`src/rtl/sd_pkg.sv`:
```
// Shared constants for the serial pattern detector family: FSM state codes
// and the default pattern used by both the standalone detector and the stream controller.
package sd_pkg;

    localparam logic [1:0] S_IDLE  = 2'd0;
    localparam logic [1:0] S_SHIFT = 2'd1;
    localparam logic [1:0] S_DONE  = 2'd2;

    localparam int                 SD_PLEN    = 4;
    localparam logic [SD_PLEN-1:0] SD_PATTERN = 4'b1101;

endpackage

```
`src/rtl/sd_match_core.sv`:
```
// Bit-serial pattern matcher: keeps the last PLEN-1 bits plus a fill count and
// flags a hit combinationally in the cycle the completing bit is presented.
module sd_match_core
    import sd_pkg::*;
#(
    parameter int              PLEN    = SD_PLEN,
    parameter logic [PLEN-1:0] PATTERN = SD_PATTERN,
    parameter bit              OVERLAP = 1'b1
) (
    input  logic clk,
    input  logic rst,
    input  logic bit_in,
    input  logic bit_en,
    input  logic clr,
    output logic hit
);

    localparam int FW = $clog2(PLEN);

    logic [PLEN-2:0] hist;
    logic [FW-1:0]   fill;
    logic [PLEN-1:0] window;
    logic            full;

    // fill keeps the cleared zeros in hist from matching an all-zero pattern
    assign window = {hist, bit_in};
    assign full   = (fill == FW'(PLEN - 1));
    assign hit    = bit_en && full && (window == PATTERN);

    always_ff @(posedge clk) begin
        if (rst || clr) begin
            hist <= '0;
            fill <= '0;
        end else if (bit_en) begin
            if (hit && !OVERLAP) begin
                hist <= '0;
                fill <= '0;
            end else begin
                hist <= window[PLEN-2:0];
                if (!full) fill <= fill + 1'b1;
            end
        end
    end

endmodule

```
`src/rtl/sd_stream_ctrl.sv`:
```
// Streaming front end for the pattern matcher: takes W-bit words, feeds them
// MSB-first one bit per clock, and reports per-word and running hit counts.
module sd_stream_ctrl
    import sd_pkg::*;
#(
    parameter int              W       = 8,
    parameter int              PLEN    = SD_PLEN,
    parameter logic [PLEN-1:0] PATTERN = SD_PATTERN,
    parameter bit              OVERLAP = 1'b1,
    parameter int              CW      = 16
) (
    input  logic                   clk,
    input  logic                   rst,
    input  logic                   in_valid,
    output logic                   in_ready,
    input  logic [W-1:0]           in_data,
    input  logic                   flush,
    input  logic                   clr_cnt,
    output logic                   out_valid,
    input  logic                   out_ready,
    output logic [$clog2(W+1)-1:0] out_hits,
    output logic [CW-1:0]          out_total,
    output logic                   os,
    output logic [1:0]             rs
);

    localparam int HW = $clog2(W + 1);
    localparam int IW = (W > 1) ? $clog2(W) : 1;

    logic [1:0]    state;
    logic [1:0]    state_nxt;
    logic [W-1:0]  word;
    logic [IW-1:0] idx;
    logic [HW-1:0] hits;
    logic          bit_en;
    logic          hit;
    logic          accept;
    logic          last_bit;

    // Handshakes: a transfer happens on a rising edge where valid && ready; the
    // source holds valid/data until then, and ready never depends on valid.
    assign accept   = in_valid && in_ready;
    assign last_bit = (idx == '0);

    always_ff @(posedge clk) begin
        if (rst) state <= S_IDLE;
        else     state <= state_nxt;
    end

    always_comb begin
        state_nxt = state;
        case (state)
            S_IDLE:  if (in_valid)  state_nxt = S_SHIFT;
            S_SHIFT: if (last_bit)  state_nxt = S_DONE;
            S_DONE:  if (out_ready) state_nxt = S_IDLE;
            default: state_nxt = S_IDLE;
        endcase
    end

    always_comb begin
        in_ready  = (state == S_IDLE);
        out_valid = (state == S_DONE);
        bit_en    = (state == S_SHIFT);
        rs        = state;
    end

    // flush is gated by in_ready so it can only land between words
    sd_match_core #(
        .PLEN    (PLEN),
        .PATTERN (PATTERN),
        .OVERLAP (OVERLAP)
    ) u_core (
        .clk    (clk),
        .rst    (rst),
        .bit_in (word[idx]),
        .bit_en (bit_en),
        .clr    (flush && in_ready),
        .hit    (hit)
    );

    always_ff @(posedge clk) begin
        if (rst) begin
            word <= '0;
            idx  <= '0;
            hits <= '0;
        end else if (accept) begin
            word <= in_data;
            idx  <= IW'(W - 1);
            hits <= '0;
        end else if (bit_en) begin
            if (!last_bit) idx  <= idx - 1'b1;
            if (hit)       hits <= hits + 1'b1;
        end
    end

    always_ff @(posedge clk) begin
        if (rst || clr_cnt)
            out_total <= '0;
        else if (hit && (out_total != {CW{1'b1}}))
            out_total <= out_total + 1'b1;
    end

    assign out_hits = hits;
    assign os       = hit;

endmodule

```
`config.mk`:
```
export PLATFORM = sky130hd
export DESIGN_NAME = sd_stream_ctrl
export DESIGN_NICKNAME = d
export VERILOG_FILES = /design/src/rtl/sd_pkg.sv /design/src/rtl/sd_match_core.sv /design/src/rtl/sd_stream_ctrl.sv
export SDC_FILE = /design/constraint.sdc
export NUM_CORES = 1
export LEC_CHECK = 0
export ABC_AREA = 1
export ABC_CLOCK_PERIOD_IN_PS = 2530
export CAP_MARGIN = 20
export CELL_PAD_IN_SITES_DETAIL_PLACEMENT = 1
export CELL_PAD_IN_SITES_GLOBAL_PLACEMENT = 2
export CORE_UTILIZATION = 25
export CTS_CLUSTER_SIZE = 16
export DETAILED_ROUTE_END_ITERATION = 6
export PLACE_DENSITY_LB_ADDON = 0.1
export SETUP_SLACK_MARGIN = 0.3
export SLEW_MARGIN = 30
export SYNTH_ARGS = -nofsm -noshare
export SYNTH_HDL_FRONTEND = slang
export SYNTH_HIERARCHICAL = 1
export SYNTH_SLANG_ARGS = --single-unit
```
`constraint.sdc`:
```
create_clock -name clk -period 2.53 [get_ports clk]
set_clock_uncertainty 0.15 [all_clocks]
set_input_delay 0.253 -clock clk [delete_from_list [all_inputs] [get_ports clk]]
set_output_delay 0.253 -clock clk [all_outputs]
set_load 0.005 [all_outputs]
```
After elaboration in Yosys (flattened, before gate mapping)

Index checks and enable logic that the tools add are counted.

Bits in registers: 38
Output and inout port bits: 25
Logic and storage cells: 46

Add/sub/neg operators: 4
Order comparisons: 1
Equal/unequal tests: 9
Muxes and demuxes: 9
Bitwise gates (word level): 1
Reductions and logical operators: 15

Operators with widths:

| cell                                                                   | count |
|---|---|
| 16-bit by 1-bit adder with 16-bit output (second input constant)       | 1 |
| 16-bit != test (second input constant)                                 | 1 |
| 3-bit two-way mux                                                      | 3 |
| 2-bit two-way mux                                                      | 3 |
| 2-bit != test (second input constant)                                  | 3 |
| 2-bit case mux with 3 select lines                                     | 1 |
| 2-bit AND reduction                                                    | 3 |
| 1-bit logical AND                                                      | 5 |
| 4-bit by 1-bit adder with 4-bit output (second input constant)         | 1 |
| 2-bit equality test (second input constant)                            | 2 |
| 4-bit equality test (second input constant)                            | 1 |
| 3-bit by 4-bit < comparator with 1-bit output (second input constant)  | 1 |
| 1-bit binary-select mux with 3-bit select                              | 1 |
| 3-bit zero test                                                        | 1 |
| 3-bit AND reduction                                                    | 1 |
| 3-bit by 1-bit subtractor with 3-bit output (second input constant)    | 1 |
| 2-bit by 1-bit adder with 2-bit output (second input constant)         | 1 |
| 2-bit by 1-bit equality test with 1-bit output (second input constant) | 1 |
| 2-bit zero test                                                        | 1 |
| 1-bit logical OR                                                       | 2 |
| 2-bit by 1-bit != test with 1-bit output (second input constant)       | 1 |
| 2-bit nonzero test                                                     | 1 |
| 2-bit OR reduction                                                     | 1 |
| 1-bit two-way mux                                                      | 1 |
| 1-bit NOT                                                              | 1 |

Logic depth before layout (Yosys ltp)

Word-level depth: 5
Mapped depth: 15
Gate-level depth less buffers: 14

Cells and area by module

Netlist, hierarchy kept.

By module, submodules not included:

| module         | times used | cells an instance | area an instance (um^2) |
|---|---|---|---|
| sd_stream_ctrl | 1          | 268               | 1,794.2 |
| sd_match_core  | 1          | 32                | 221.5 |

Worst setup path before layout

No wires, ideal clock.

Kind: flip-flop to flip-flop
From: register idx[0]
To: register out_total[11]
Setup time: 0.115 ns
Arrival time: 1.739 ns
Data required time: 2.265 ns
Path slack: 0.526 ns
Stages on the path, launching flop included: 16
Period minus slack after synthesis: 2.004 ns
Cell sequence: dfxtp_1 > inv_1 > nor2_1 > o22ai_1 > nand2_1 > nand2_1 > nand4_1 > nor2_1 > buf_2 > nand3_1 > nor2_1 > inv_1 > nor2_1 > nand3_2 > nand2_1 > nor2_1

Word-level cells in the longest chain between the ends: 5

Ends and longest elaborated chain:

| item                                      | line                  | source |
|---|---|---|
| start, declared                           | sd_stream_ctrl.sv:33  | `logic [IW-1:0] idx;` |
| start signal, assigned                    | sd_stream_ctrl.sv:88  | `idx <= IW'(W - 1);` |
| start signal, assigned                    | sd_stream_ctrl.sv:91  | `if (!last_bit) idx <= idx - 1'b1;` |
| 1-bit binary-select mux with 3-bit select | sd_stream_ctrl.sv:75  | `.bit_in (word[idx]),` |
| 1-bit two-way mux (not written as such)   | sd_stream_ctrl.sv:75  |  |
| 4-bit equality test                       | sd_match_core.sv:28   | `assign hit = bit_en && full && (window == PATTERN);` |
| 1-bit logical AND                         | sd_match_core.sv:28   |  |
| net os                                    | sd_stream_ctrl.sv:23  | `output logic os,` |
| 1-bit logical AND                         | sd_stream_ctrl.sv:99  | `else if (hit && (out_total != {CW{1'b1}}))` |
| end signal, assigned                      | sd_stream_ctrl.sv:100 | `out_total <= out_total + 1'b1;` |
| end, declared                             | sd_stream_ctrl.sv:22  | `output logic [CW-1:0] out_total,` |

The timed path passes the listed nets, and every way through them passes these cells. The select of a mux whose other input is x is not followed.
A chain may end at the register's enable or synchronous reset.

Worst setup path after layout

From: register idx[0]
To: output port os

Word-level cells in the longest chain between the ends: 4

Ends and longest elaborated chain:

| item                                      | line |
|---|---|
| 1-bit binary-select mux with 3-bit select | sd_stream_ctrl.sv:75 |
| 1-bit two-way mux (not written as such)   | sd_stream_ctrl.sv:75 |
| 4-bit equality test                       | sd_match_core.sv:28 |
| 1-bit logical AND                         | sd_match_core.sv:28 |
| end, declared                             | sd_stream_ctrl.sv:23 |

Every way passes these cells. The select of a mux whose other input is x is not followed.

==> flow_summary_export.csv <==
group,metric,value,unit
yosys,syn_area,0.002016,mm2
yosys,async_flop_share,0,
floorplanning,rows,32,
setup_path,cp_data_required_time,2.13,ns
setup_path,arrival,1.71,ns
global_route,grt_start_max_net_pins,17,
yosys,yosys.area.top_type,"dfxtp_1",
routing,wl_per_cell,11.85,um
power_and_ir_drop,power.leakage,1.086,nW
layout,syn2layout_area_growth,35.51,%
global_route,grt_pass1_wl,9.418,mm
layout,layout_commonest_cell,"nand2_1",
setup_path,worst_r2r_path_depth,16,
layout,final_core_util,0.3516,
routing,drtIter0Drc,48,
yosys,synth_edf_count,0,
yosys,syn-num-nets,319,
cts,clk_pin_slew_worst_paths,0.08,ns
timing,hold_violations,0,
global_route,antenna_found_initial,0,
yosys,ys_seq_area_frac,0.3774,
yosys,ys_types,23,
floorplanning,die_area,0.008425,mm2
routing,ant_nets,0,
routing,via_per_inst,4.344,
global_route,grt_busiest_layer,"met2",
timing,rsz0062_at_grt,"true",
layout,final_cell_mix,"nand2_1, nor2_1, clkdlybuf4s50_1, dfxtp_1, inv_1",
setup_path,worstSetupEndpoint,"os",
cts,cts_tree,"yes",
layout,antenna_cells,0,
cts,cts_buffers,5,
layout,multi_input_area,0.001137,mm2
global_route,globalRoute.totalOverflow,0,
yosys,synthCells,300,
place,pre_cts_ws,0.3288,ns
routing,num_vias,1968,
flow_run,cap_violations,0,
setup_path,path_class,"reg -> out",
timing,max_slew_margin,0.7564,
yosys,syn_area_per_cell,6.719,um2
cts,htreeDepth,2,
power_and_ir_drop,peakVddDrop,0.1941,mV
yosys,yosys.area.top_type_share,0.3774,
cts,cts_hold_buf,0,
yosys,ys.warnings.count,6,
floorplanning,core-area,0.007767,mm2
setup_path,crit_chain,"inv_4 > nor2_2 > o22ai_2 > nand2_1 > nand2_2 > nand4_1 > nor2_1 > buf_6 > buf_12 > dlygate4sd2_1",
layout,regArea,768.2,um2
hold_path,min_path_type,"reg -> reg",
setup_path,critPathMaxFanout,6,
cts,cts-root-buf,"clkbuf_8",
timing,postLayoutSetupSlackWorst,0.4178,ns
place,io_buffers,38,
cts,worstSkewPairLatency,0.29,ns
timing,tightest_slew,0.3651,ns
yosys,synth_ff_type,"dfxtp_1",
routing,wl,5.369,mm
cts,cts_buffer_depth,2,
floorplanning,die_h,91.79,um
timing,tns,0,ns
global_route,grt_util_met1,0.1799,
global_route,grt.total_usage,0.1416,
yosys,ys_top_cells_by_area,"dfxtp_1, nor2_1, nand2_1, inv_1, a21oi_1",
power_and_ir_drop,power_density,462.7,mW/mm2
timing,setup_viol,0,
setup_path,max_stage_delay,0.37,ns
floorplanning,ios,39,
routing,drc,0,
place,hpwl,4.023,mm
setup_path,cp-end-kind,"output pin",
global_route,grtUsageMet2,0.2393,
power_and_ir_drop,totalPowerFinal,1.264,mW
timing,fmax,473.4,MHz
setup_path,rrSetupSlack,0.46,ns
place,placed_cells,439,
setup_path,reg2reg_to,"out_total[15]",
cts,numClockSinks,38,
setup_path,r2r-start,"idx[0]",
yosys,ys_seq_elements,38,
global_route,grt_pass1_vias,1941,
layout,final_cells,453,
setup_path,crit_path_start,"idx[0]",
floorplanning,die_w,91.79,um
timing,finalCritPeriodShare,0.8349,
floorplanning,start_util,0.2595,
status,status,"completed",
layout,nets,370,
timing,slew_violations,0,
layout,drive_above_1_share,0.1567,
routing,dr.pass1.iters,4,
timing,finalCriticalPeriod,2.112,ns
setup_path,cp-start-kind,"register",
place,gp_congestion,0.7580,
layout,fillers,981,
setup_path,cp_slowest_cell,"dfxtp_4",
global_route,gr-usage-met3,0.03317,
-- critical path, delay by kind of cell, from the launching register on --
kind,cells,cell delay [ns]
and+or+nand+nor,5,0.37
buffers and inverters,4,0.51
DFF,1,0.37
AOI/OAI and AO/OA,1,0.16
-- routing by layer --
metal	vias to the layer above	wire length, um
met2	24	2503
met1	897	2663
met4	0	45
met5	-	0
met3	4	157
li1	1043	-
-- cell type report --
| type | instances | area share |
|---|---|---|
| clock buffer | 5 | 0.02519 |
| clock inverter | 2 | 0.003665 |
| inverter | 35 | 0.04901 |
| multi-input combinational | 222 | 0.4164 |
| sequential | 38 | 0.2813 |
| tap | 102 | 0.04672 |
| timing repair buffer | 49 | 0.1777 |
-- stage by stage --
| step | cell area [um2] | hold slack [ns] |
|---|---|---|
| after floorplan | 2016 | 0.1721 |
| final | 2731 | 0.3114 |
| after CTS | 2620 | 0.3159 |
| after global placement | 2516 | 0.3032 |
| after global routing | 2731 | 0.3442 |
| after detailed placement | 2516 | 0.3062 |
-- logic make-up (layout without fill, tap and decap cells) --
family / count (synthesis) / count (layout) / share of synthesized area
AO/OA/AOI/OAI: 39 / 39 / 0.09808
XOR/XNOR: 1 / 1 / 0.004346
adder cells (fa/ha/maj): 5 / 5 / 0.03104
buffers and inverters: 40 / 91 / 0.08379
flip-flops: 38 / 38 / 0.3774
AND/OR/NAND/NOR: 177 / 177 / 0.4053
-- synth_stat cells, types with 2 or more instances --
master    n
a21oi_1  22
buf_2     3
buf_6     2
dfxtp_1  38
ha_1      5
inv_1    34
nand2_1  66
nand2_2   2
nand2_4   2
nand3_1  19
nor2_1   70
nor2_2    5
nor2_4    6
nor3b_1   2
o21ai_0  15
o22ai_1   2
-- registers in the layout, indices dropped and copies added (netlist names) --
name and count:
u_core/hist 3, u_core/fill 2, idx 3, word 8
out_hits 4, rs 2, out_total 16
-- worst min-delay path by stage --
stage	from	endpoint	slack (ns)	depth (start not counted)
2_1_floorplan	rst	idx[0]	0.17	1
3_3_place_gp	u_core/hist[1]	u_core/hist[1]	0.30	2
3_5_place_dp	u_core/hist[1]	u_core/hist[1]	0.31	2
4_1_cts	u_core/hist[1]	u_core/hist[1]	0.32	2
5_1_grt	u_core/hist[1]	u_core/hist[1]	0.34	2
6_report	u_core/hist[1]	u_core/hist[1]	0.31	2
-- power breakdown --
group,switching [mW],internal [mW]
clock network,0.224,0.185
registers,0.0235,0.627
logic,0.108,0.0950
-- timing repair --
action	CTS	global route
pin swaps	2	11
setup buffers	2	5
setup endpoints to repair	1	17
resized for setup	8	21
Power figures use the tool's default switching activity.
==> variant 1 (same settings) <==
Set the package constant `SD_PLEN` to 8 (it was 4).
--- a/src/rtl/sd_pkg.sv
+++ b/src/rtl/sd_pkg.sv
@@ -6,7 +6,7 @@
     localparam logic [1:0] S_SHIFT = 2'd1;
     localparam logic [1:0] S_DONE  = 2'd2;
 
-    localparam int                 SD_PLEN    = 4;
+    localparam int                 SD_PLEN    = 8;
     localparam logic [SD_PLEN-1:0] SD_PATTERN = 4'b1101;
 
 endpackage
Behaviour: not the same (Yosys sat finds a counterexample within 10 cycles, from zero or initial values and one cycle with rst high).
==> variant 1 against the original RTL <==
Clock power increased by 40%. Critical path depth stayed put. Wire length is 9.3% higher. Combinational power grew 11%. Via count grew 9.3%. Non-clock buffer count down 3. Final area up 10%. Sequential power rose by 13%. Setup slack got worse by 0.0058 ns. Count of clock-buffer cells in the layout is 1 higher. Sequential cell count increased by 5. Power up 21%. Synthesized area grew 11%. Largest cell class unchanged. Highest routed layer unchanged.
==> variant 1: results (changes against the original RTL) <==
** Status
- Result of the run :: finished clean (unchanged)

** Logic synthesis
- Sequential cell area fraction in the yosys report :: 38.33% (was 37.74%)
- The average size of a mapped cell is 6.826 um2 (was 6.719 um2).
- Number of distinct library cells after synthesis :: 22 (was 23)
- XOR/XNOR share of the synthesized area :: 0.3900% (was 0.4345%)
- Fraction of the mapped netlist area in compound gates :: 9.694% (was 9.808%)
- The share of synthesized area spent on multiplexers was 0% (unchanged).
- Share of synthesized cell area in full adder, half adder and majority cells :: 3.343% (was 3.104%)
- Synth top area cells :: dfxtp_1, nand2_1, nor2_1, inv_1, a21oi_1 (was dfxtp_1, nor2_1, nand2_1, inv_1, a21oi_1)
- The number of nets in the synthesized netlist is 349 (was 319).

** Route
- The routed wire length on met2 is 2551 um (was 2503 um).
- Drt initial violations :: 26 (was 48)
- The highest metal layer with signal wires is met4 (unchanged).
- WL per Instance :: 12.10 um (was 11.85 um)
- Detailed-routed wire length on met3 :: 153 um (was 157 um)

** Floorplanning
- The die outline area is 9366 um2 (was 8425 um2).

** Worst setup path
- Register-to-register setup slack :: 0.44 ns (was 0.46 ns)
- The delay of the slowest cell on the worst path came to 0.40 ns (was 0.37 ns).
- Family of cells with the greatest summed delay on the critical path :: flip-flops (was buffers and inverters)

** Global route
- Global routing met1 resource utilization :: 18.25% (was 17.99%)
- Overall track demand over capacity in global routing :: 13.25% (was 14.16%)
- The number of global-route vias before repair was 2100 (was 1941).
- The first-pass GRT wire length is 10260 um (was 9418 um).
- The met3 usage is 2.457% (was 3.317%).
- Met2 track demand over resource in global routing :: 20.91% (was 23.93%)

** Layout
- Number of multi-input combinational cells in the layout :: 243 (was 222)
- The final-stage net count was 396 (was 370).
- The number of standard cells in the layout, taps in and fillers out was 485 (was 453).
- Number of clock buffers in the layout :: 6 (was 5)
- The fraction of area in clock buffers and inverters was 3.913% (was 2.886%).
- The filler cell count in the final layout is 1107 (was 981).
- Buffer share of cell area :: 14.74% (was 17.77%)
- Area of the multi-input gates :: 1297 um2 (was 1137 um2)
- The fraction of layout instances using a drive strength above 1 was 16.98% (was 15.67%).
- Layout overhead on the synthesized area :: 33.82% (was 35.51%)
- The count of non-CTS inverters in the layout came to 37 (was 35).
- Buffer count excluding the clock tree in the final layout :: 46 (was 49)

** Place
- Global placement routability congestion :: 0.7872 (was 0.7580)
- The total placed instance area was 2743 um2 (was 2516 um2).
- The post-placement cell count came to 473 (was 439).

** STA
- The worst-case headroom to the max-slew limit was 75.03% (was 75.64%).
- The final hold slack is 0.3236 ns (was 0.3114 ns).

** Pwr
- IR drop worst, VDD :: 192.9 uV (was 194.1 uV)
- Static leakage :: 1.179 nW (was 1.086 nW)

** Hold path
- Endpoint of the worst hold path :: u_core/hist[6] (was u_core/hist[1])

** Clocking
- Number of instances resized during post-cts repair :: 9 (was 8)
[variant 1: cell types whose count changed in the layout (fill, tap and decap cells not counted), sizes merged]
cell | before | now
nor2 | 82 | 87
clkinv | 2 | 1
nand4 | 2 | 1
a21oi | 22 | 26
buf | 11 | 8
dfxtp | 38 | 43
ha | 5 | 6
nand2 | 70 | 79
inv | 35 | 37
clkbuf | 5 | 6
nand3 | 20 | 23
bufinv | 0 | 1
[variant 1: how the worst max path moves through the flow]
stage                       from             to  slack [ns]  depth (start not counted)
after floorplan           idx[0]  out_total[11]        0.47                         17
after global placement    idx[0]  out_total[13]        0.13                         14
after detailed placement  idx[0]  out_total[13]        0.03                         14
after CTS                 idx[0]  out_total[11]        0.30                         17
after global routing      idx[0]  out_total[15]        0.26                         16
final                     idx[0]             os        0.41                         10
[variant 1: power breakdown]
group	total [mW]	internal, mW	switching [mW]
clock network	0.574	0.320	0.254
registers	0.735	0.707	0.0280
logic	0.226	0.0999	0.126
total	1.54	1.13	0.408
==> variant 2 (same settings) <==
Without the edit above. Make the reset (`rst`) asynchronous in 2 clocked blocks.
--- a/src/rtl/sd_stream_ctrl.sv
+++ b/src/rtl/sd_stream_ctrl.sv
@@ -42,7 +42,7 @@
     assign accept   = in_valid && in_ready;
     assign last_bit = (idx == '0);
 
-    always_ff @(posedge clk) begin
+    always_ff @(posedge clk or posedge rst) begin
         if (rst) state <= S_IDLE;
         else     state <= state_nxt;
     end
@@ -78,7 +78,7 @@
         .hit    (hit)
     );
 
-    always_ff @(posedge clk) begin
+    always_ff @(posedge clk or posedge rst) begin
         if (rst) begin
             word <= '0;
             idx  <= '0;
Function: differs if rst is asserted again (counterexample within 4 cycles, from zero or initial values and one cycle with rst high); with rst held inactive, the same outputs for 10 cycles.
==> variant 2 against the original RTL <==
Sequential cell count did not move. Final area fell by 0.50%. Sequential share of layout area rose by 3.1 points. Synthesized area fell by 2.1%. Wire length rose by 1.1%. Setup slack got worse by 0.086 ns. Critical path type unchanged. Highest routed layer unchanged.
Power is not compared: it rests on default switching activity, and its combinational part moved more than twofold at a synthesized area within 25%.
==> variant 2: results (changes against the original RTL) <==
** Status
- Result of the run: finished clean (unchanged).

** Layout
- Proportion of layout cells with a drive suffix above 1 :: 16.26% (was 15.67%)
- The number of standard cells in the layout, taps in and fillers out came to 428 (was 453).
- Number of nets at the end of the flow :: 344 (was 370)

** Global route
- The aggregate global-route resource usage was 14.12% (was 14.16%).
- The number of global-route vias before repair came to 1866 (was 1941).
- The first-pass GRT wire length came to 9170 um (was 9418 um).
- The maximum number of pins on one net before global-route repair is 29 (was 17).

** Logic synthesis
- The number of synthesis warnings was 6 (unchanged).
- The register area share after synthesis is 42.87% (was 37.74%).
- The number of distinct library cells after synthesis was 20 (was 23).
- Leading post-synthesis cells by instance count :: nand2_1, nor2_1, inv_1, nand3_1, dfxtp_1 (was nor2_1, nand2_1, dfxtp_1)
- Post-synth net total :: 295 (was 319)
- Synth top area cells: dfrtp_1, dfxtp_1, nand2_1, nor2_1, nand3_1 (was dfxtp_1, nor2_1, nand2_1, inv_1, a21oi_1).

** Route
- Final routed wirelength across all metal layers :: 5427 um (was 5369 um)
- Vias per cell :: 4.395 (was 4.344)

** Place
- Worst setup slack before clock tree synthesis :: 0.2221 ns (was 0.3288 ns)
- Global placement routability congestion :: 0.7051 (was 0.7580)
- The HPWL after detailed placement was 3840 um (was 4023 um).
- Instance area at placement :: 2470 um2 (was 2516 um2)
- Number of placed instances, taps included :: 415 (was 439)

** Worst setup path
- Slowest stage cell on the critical path :: dfrtp_2 (was dfxtp_4)
- The data arrival time of the critical path came to 1.79 ns (was 1.71 ns).
- The startpoint of the most critical register-to-register path is idx[0] (unchanged).
- The largest fanout on the critical path came to 7 (was 6).
- Family of cells with the greatest summed delay on the critical path :: flip-flops (was buffers and inverters)
- Longest individual stage delay on the worst path :: 0.46 ns (was 0.37 ns)

** Clocking
- The post-CTS setup repair buffer count is 4 (was 2).
- Number of instances resized during post-cts repair :: 17 (was 8)

** STA
- Relative slew slack :: 52.74% (was 75.64%)
-- variant 2: cell types whose count changed after synthesis, sizes merged, moves of 2 or more --
cell,change
nand2,+4
a21oi,-2
o22ai,-2
dfrtp,+17
inv,-7
nand3,+9
xnor2,+2
o21ai,-2
dfxtp,-17
o31ai,+2
nor2,-26
-- variant 2: final timing paths --
kind / to / slack, ns / cells after the start
hold reg to reg: u_core/hist[2] / 0.32 / 2
max in group asynchronous: idx[0] / 1.44 / 2
hold / removal: out_hits[1] / 0.29 / 2
setup / recovery: os / 0.33 / 9
setup reg to reg: out_total[14] / 0.37 / 16
min in group clk: u_core/hist[2] / 0.32 / 2
-- variant 2: cell families after synthesis --
logic type,Yosys count,share of synthesized area [%]
AO/OA/AOI/OAI,35,9.131
XOR/XNOR,2,0.8879
adder cells (fa/ha/maj),5,3.171
buffers and inverters,34,7.799
flip-flops,38,42.87
AND/OR/NAND/NOR,162,36.14
-- variant 2: area by class of cell --
| type | instances | area, um2 |
|---|---|---|
| Fill cell | 976 | 4970 |
| Multi-Input combinational cell | 204 | 1086 |
| Sequential cell | 38 | 848.3 |
| Timing Repair Buffer | 48 | 465.4 |
| Tap cell | 102 | 127.6 |
| Inverter | 28 | 107.6 |
| Clock buffer | 6 | 72.57 |
| Clock inverter | 2 | 10.01 |
-- variant 2: layer usage --
layer	up-vias	wire (um)	global-route usage, %
met5	-	0	0
met4	0	70	4.762
met3	5	148	3.367
met2	27	2260	20.08
met1	871	2948	20.64
li1	978	-	-
-- variant 2: power groups by stage --
stage | clock, mW | combinational (mW) | sequential, mW
floorplan | 0 | 0.363 | 0.806
global placement | 0 | 0.559 | 0.831
detailed placement | 0 | 0.561 | 0.831
CTS | 0.443 | 0.590 | 0.827
global route | 0.474 | 0.688 | 0.848
finish | 0.429 | 0.599 | 0.827
